===== config.mk =====
export PLATFORM = sky130hd
export DESIGN_NAME = busca_instrucao
export DESIGN_NICKNAME = d
export VERILOG_FILES = /design/src/rtl/busca_instrucao.sv
export SDC_FILE = /design/constraint.sdc
export NUM_CORES = 1
export LEC_CHECK = 0
export CAP_MARGIN = 20
export CORE_MARGIN = 4
export CORE_UTILIZATION = 47
export DETAILED_ROUTE_END_ITERATION = 6
export PLACE_DENSITY = 0.79
export SETUP_SLACK_MARGIN = 0.4
export SLEW_MARGIN = 20
export SYNTH_ARGS = -nofsm -noshare
export SYNTH_HDL_FRONTEND = slang
export SYNTH_SLANG_ARGS = --single-unit

===== constraint.sdc =====
create_clock -name clk -period 2.3 [get_ports clk]
set_input_delay 0.23 -clock clk [delete_from_list [all_inputs] [get_ports clk]]
set_output_delay 0.23 -clock clk [all_outputs]
set_load 0.05 [all_outputs]

===== src/rtl/busca_instrucao.sv =====
// busca_instrucao: instruction fetch controller driving a combinational-read
// instruction memory, with a one-entry valid/ready output stage toward decode.
module busca_instrucao #(
    parameter int          BITS     = 32,
    parameter int          ADDR_W   = 5,
    parameter logic [31:0] RESET_PC = 32'h0000_0004
) (
    input  logic              clk,
    input  logic              reset_n,
    output logic [ADDR_W-1:0] mem_endr,
    input  logic [BITS-1:0]   mem_dout,
    output logic [BITS-1:0]   instr,
    output logic [31:0]       instr_pc,
    output logic              instr_valid,
    input  logic              instr_ready,
    input  logic              redirect,
    input  logic [31:0]       redirect_pc,
    input  logic              halt,
    output logic              halted,
    output logic              misaligned
);
    localparam logic [1:0] BOOT  = 2'd0;
    localparam logic [1:0] RUN   = 2'd1;
    localparam logic [1:0] HALT  = 2'd2;
    localparam logic [1:0] FAULT = 2'd3;

    logic [1:0]      state_q, state_d;
    logic [31:0]     pc_q, pc_d, ipc_q, ipc_d;
    logic [BITS-1:0] instr_q, instr_d;
    logic            valid_q, valid_d, mis_q, mis_d;
    logic            load;

    assign load = !valid_q || instr_ready;

    always_comb begin
        state_d = state_q;
        pc_d    = pc_q;
        ipc_d   = ipc_q;
        instr_d = instr_q;
        valid_d = valid_q;
        mis_d   = mis_q;
        if (state_q != FAULT && redirect) begin
            valid_d = 1'b0;
            pc_d    = redirect_pc;
            mis_d   = mis_q || (redirect_pc[1:0] != 2'b00);
            state_d = (redirect_pc[1:0] != 2'b00) ? FAULT : (halt ? HALT : RUN);
        end else if (state_q == BOOT) begin
            state_d = RUN;
        end else if (state_q == RUN && load) begin
            instr_d = mem_dout;
            ipc_d   = pc_q;
            valid_d = 1'b1;
            pc_d    = pc_q + 32'd4;
            state_d = halt ? HALT : RUN;
        end else if (state_q == HALT) begin
            // pending word drains to decode, nothing new is captured
            valid_d = valid_q && !instr_ready;
            state_d = halt ? HALT : RUN;
        end
    end

    always_ff @(posedge clk or negedge reset_n) begin
        if (!reset_n) begin
            state_q <= BOOT;
            pc_q    <= RESET_PC;
            ipc_q   <= 32'd0;
            instr_q <= '0;
            valid_q <= 1'b0;
            mis_q   <= 1'b0;
        end else begin
            state_q <= state_d;
            pc_q    <= pc_d;
            ipc_q   <= ipc_d;
            instr_q <= instr_d;
            valid_q <= valid_d;
            mis_q   <= mis_d;
        end
    end

    assign mem_endr    = pc_q[ADDR_W+1:2];
    assign instr       = instr_q;
    assign instr_pc    = ipc_q;
    assign instr_valid = valid_q;
    assign halted      = (state_q == HALT);
    assign misaligned  = mis_q;
endmodule

[After elaboration in Yosys (flattened, before gate mapping)]
Index checks and enable logic that the tools add are counted.
Word-level totals
  register bits: 100
  bits of input ports: 69
  output and inout bits: 72
  logic and storage cells: 41
Operators by class
  $add $sub $neg: 1
  eq/ne operators: 4
  mux-type cells: 13
  bitwise logic cells: 2
  reductions and logical operators: 15
Operator list (count)
  $mux 32: 3
  $add 32x3->32 const B: 1
  $mux 2: 6
  $mux 1: 4
  $ne 2x2->1 const B: 2
  $reduce_and 2->1: 2
  $reduce_bool 2->1: 2
  $reduce_bool 4->1: 1
  $logic_and 1x1->1: 3
  $reduce_and 3->1: 1
  $reduce_bool 3->1: 1
  $eq 2x1->1 const B: 1
  $eq 2x2->1 const B: 1
  $logic_not 1->1: 2
  $logic_not 2->1: 1
  $logic_or 1x1->1: 2
  $not 1->1: 2

[Logic depth before layout (Yosys ltp)]
  depth in word-level cells: 6
  mapped depth: 7
  gate-level depth less buffers: 6

[Least setup slack after synthesis]
OpenSTA, ideal clock, no wires.
  path kind: register -> register
  from: register pc_q[2]
  to: register pc_q[28]
  setup time: 0.131 ns
  arrival time: 1.843 ns
  data required time: 2.169 ns
  path slack: 0.326 ns
  cell stages (with the launch flop): 7
  path buffers: 0
  period minus slack after synthesis: 1.974 ns
  path through: dfstp_2 > ha_1 > nand3_1 > or4_4 > nor4_4 > xnor2_1 > o21ai_1
Between the ends
  cells in the longest elaborated chain, start to end: 4
RTL lines
  start: declaration: RTL line 28  | logic [31:0] pc_q, pc_d, ipc_q, ipc_d;
  start signal: assignment: RTL line 72  | pc_q <= pc_d;
  $add 32x3->32: RTL line 53  | pc_d = pc_q + 32'd4;
  $mux 32: RTL line 49  | end else if (state_q == RUN && load) begin
  $mux 32: RTL line 47  | end else if (state_q == BOOT) begin
  $mux 32: RTL line 42  | if (state_q != FAULT && redirect) begin
Every way passes these cells. The select of a mux whose other input is x is not followed.
A chain may end at the register's enable or synchronous reset.

[Worst setup path in the final report]
  from: register pc_q[2]
  to: register pc_q[20]
Same word-level chain as after synthesis.

==> qor.tcl <==
set qor(status) {finished clean}
set qor(first_iter_violations) 264
set qor(gpl.final_weighted_congestion) 0.882
set qor(clock_buffer_count_from_cts) 9
set qor(max_slew_margin_pct) 63.6
set qor(finalWirelength_microns) 12400
set qor(final-setup-viol-count) 0
set qor(worstMarginPinSlew_ns) 0.544
set qor(postSynthAreaPerCell_sq_um) 8.77
set qor(design.die.area_sq_um) 11300
set qor(dpl-instance-area_sq_um) 6120
set qor(grt_start_max_net_pins) 52
set qor(synth_nets) 587
set qor(path_clk_slew_ns) 0.10
set qor(yosysSeqAreaShare_pct) 55.2
set qor(worst_ep_arrival_time_ns) 2.24
set qor(final_count_of_pins_violating_max_slew) 0
set qor(ys_ff_latch) 100
set qor(finish.utilization_pct) 68.5
set qor(area.growth.synth_to_final_pct) 41.0
set qor(critical_path_required_ns) 2.59
set qor(route.detailed.drc) 0
set qor(row_count) 35
set qor(worstHoldPathType) {in2async}
set qor(min_period_over_period_pct) 84.6
set qor(p_per_area_nw_per_um2) 1520
set qor(ctsLongestPathBuffers) 2
set qor(boundary_pins) 141
set qor(grt_pass1_vias) 4178
set qor(whs_ns) 0.300
set qor(worst_skew_pair.late_latency_ns) 0.36
set qor(worstSetupEndpointType) {register}
set qor(clockRootBuffer) {sky130_fd_sc_hd__clkbuf_8}
set qor(antenna_violating_nets_post_route) 0
set qor(drv.max_cap_violation_count) 0
set qor(buffer_ports.inserted) 140
set qor(ctsHtreeMaxLevel) 3
set qor(wire_per_inst_microns) 15.8
set qor(insertedDiodeCount) 0
set qor(global_route.usage.total_pct) 22.3
set qor(maximum_clock_skew_at_final_layout_ns) 0.0117
set qor(number_of_synthesized_flops_with_an_enable_pin) 0
set qor(rsz_0062_raised_after_global_routing) {true}
set qor(vias_per_cell) 5.28
set qor(critical_path.top_delay_family) {simple AND/OR/NAND/NOR gates}
set qor(synthesis.area_sq_um) 4540
set qor(crit_path_cell_trace) {ha_4, nand3_4, or4_4, or4_4, nand3_2}
set qor(tritoncts) {done}
set qor(drt_pre_antenna_iters) 5
set qor(final_hold_vio_count) 0
set qor(cpMaxStageDelayCell) {sky130_fd_sc_hd__dfstp_2}
set qor(setup_crit_path_kind) {reg2reg}
set qor(timing.setup.tns_ns) 0
set qor(postSynth.asyncResetShare_pct) 100
set qor(grt_antenna_before_repair) 0
set qor(cts.sinks) 100
set qor(startpoint_class) {register}
set qor(ir_drop_uv) 782
set qor(cp_num_buf_inv) 0
set qor(hpwlAfterDp_microns) 8860
set qor(achievable-frequency_ghz) 0.514
set qor(design.final.nets) 725
set qor(grt_first_pass_wirelength_microns) 20600
set qor(core_area_sq_um) 9330
set qor(worst_path_largest_cell_delay_ns) 0.58
set qor(die_x_microns) 106
set qor(fin_crit_period_ns) 1.95
set qor(power.leakage_nw) 2.92
set qor(crit_path_max_fanout) 4
set qor(finalInstanceArea_sq_um) 6390
set qor(ys.flop_type) {sky130_fd_sc_hd__dfrtp_1}
set qor(final_layout_size_suffix_gt1_share_pct) 9.55
set qor(vias) 4167
set qor(ys.warnings.count) 0
set qor(global_route.overflow_total) 0
set qor(syn_inst) 517
set qor(path_common_cell) {sky130_fd_sc_hd__or4_4}
set qor(initial_core_util_pct) 48.6
set qor(die_height_microns) 106
set qor(synth.distinct_cells) 47
## final cells by class
class | instances | area, sq um
multi-input combinational | 380 | 1960
inverter | 3 | 11.3
sequential | 100 | 2510
clock inverter | 5 | 37.5
timing repair buffer | 161 | 1580
clock buffer | 11 | 131
tap | 129 | 161
fill | 769 | 2930
## registers in the layout, indices dropped and copies added (netlist names)
signal and flops:
instr 32, instr_pc 32, instr_valid 1, misaligned 1, pc_q 32, state_q 2
## worst register-to-register path, delay by kind of cell, from the launching register on
kind,cells,cell delay [ns]
adders and majority gates,1,0.15
DFF,1,0.58
and+or+nand+nor,4,1.16
## metal layers
metal,global-route usage [%],vias up,wire (microns)
met2,37.7,131,6250
met1,29.7,2017,5330
met5,0,-,0
met3,3.70,16,682
met4,6.48,0,179
li1,-,2003,-
## through the flow
step,worst slack [ns],std cells,power [mW]
2_1_floorplan,0.418,517,6.81
3_3_place_gp,0.324,766,8.52
3_5_place_dp,0.237,766,8.67
4_1_cts,0.352,787,9.68
5_1_grt,0.300,789,10.3
6_report,0.355,789,9.70
## final timing paths
path / startpoint / end / slack (ns) / cells past startpoint
hold reg to reg: instr[25]$_DFFE_PN0P_ / instr[25]$_DFFE_PN0P_ / 0.48 / 2
hold / removal: reset_n / instr[13]$_DFFE_PN0P_ / 0.30 / 2
setup / recovery: pc_q[2]$_DFFE_PN1P_ / pc_q[20]$_DFFE_PN0P_ / 0.35 / 5
setup reg to reg: pc_q[2]$_DFFE_PN1P_ / pc_q[20]$_DFFE_PN0P_ / 0.35 / 5
min in group clk: mem_dout[29] / instr[29]$_DFFE_PN0P_ / 0.39 / 3
max in group asynchronous: reset_n / instr_valid$_DFFE_PN0P_ / 1.34 / 3
## kinds of logic (layout without fill, tap and decap cells)
group,count (synthesis),in the layout,share of synthesized area [%]
flops,100,100,55.2
compound gates,69,69,10.4
fa+ha+maj,1,1,0.276
mux,3,3,0.662
simple gates,305,305,29.4
xor+xnor,2,2,0.386
buf+inv,37,180,3.61
## power breakdown
part	internal, mW	switching (mW)	total, mW
clock	0.401	0.618	1.02
sequential	2.58	0.750	3.33
combinational	1.82	3.53	5.35
total	4.80	4.90	9.70
## synth_stat cells (4+ instances only)
library cell	instances	area share, %
sky130_fd_sc_hd__nand3_1	20	2.2
sky130_fd_sc_hd__clkbuf_1	18	1.5
sky130_fd_sc_hd__a22oi_1	5	0.83
sky130_fd_sc_hd__o211ai_1	8	1.3
sky130_fd_sc_hd__o311ai_0	7	1.4
sky130_fd_sc_hd__a221o_1	6	1.3
sky130_fd_sc_hd__nor2_1	15	1.2
sky130_fd_sc_hd__nand2_1	231	19
sky130_fd_sc_hd__o21ai_0	19	2.1
sky130_fd_sc_hd__buf_2	4	0.44
sky130_fd_sc_hd__dfrtp_1	99	55
sky130_fd_sc_hd__nand4_1	8	1.1
sky130_fd_sc_hd__buf_1	6	0.50
sky130_fd_sc_hd__buf_4	5	0.83
sky130_fd_sc_hd__a21oi_1	9	0.99
sky130_fd_sc_hd__nand2b_1	4	0.55
sky130_fd_sc_hd__and3_1	4	0.55
sky130_fd_sc_hd__nor4_1	5	0.69
## repair_timing
action | CTS | global route
setup buffers | 4 | 2
hold endpoints to repair | 22 | 0
endpoints found under the setup margin | 19 | 18
resized for setup | 6 | 19
pin swaps | 5 | 4
hold buffers | 1 | 0
gates cloned | 0 | 0
## cells in the final DEF, fill, tap and decap left out, types with 3 or more instances in the layout
cell type                         instances
sky130_fd_sc_hd__and3_1                   3
sky130_fd_sc_hd__nor2_2                   5
sky130_fd_sc_hd__nor4_1                   3
sky130_fd_sc_hd__nand2b_1                 4
sky130_fd_sc_hd__or3_1                    3
sky130_fd_sc_hd__inv_1                    3
sky130_fd_sc_hd__a221o_1                  6
sky130_fd_sc_hd__nand3_1                 16
sky130_fd_sc_hd__nand4_1                  8
sky130_fd_sc_hd__nor4_4                   3
sky130_fd_sc_hd__a2bb2oi_1                3
sky130_fd_sc_hd__clkdlybuf4s50_1        133
sky130_fd_sc_hd__o311ai_0                 4
sky130_fd_sc_hd__dfrtp_2                  4
sky130_fd_sc_hd__and2_1                   3
sky130_fd_sc_hd__dlygate4sd2_1            6
sky130_fd_sc_hd__clkbuf_8                 9
sky130_fd_sc_hd__dfrtp_1                 95
sky130_fd_sc_hd__mux2i_1                  3
sky130_fd_sc_hd__nor2_1                  10
sky130_fd_sc_hd__o311ai_1                 3
sky130_fd_sc_hd__a22oi_1                  5
sky130_fd_sc_hd__buf_4                   18
sky130_fd_sc_hd__a31oi_1                  3
sky130_fd_sc_hd__a21oi_1                  9
sky130_fd_sc_hd__o21ai_0                 19
sky130_fd_sc_hd__o211ai_1                 8
sky130_fd_sc_hd__nand2_1                231
No activity file was read; power rests on OpenSTA's default activity.
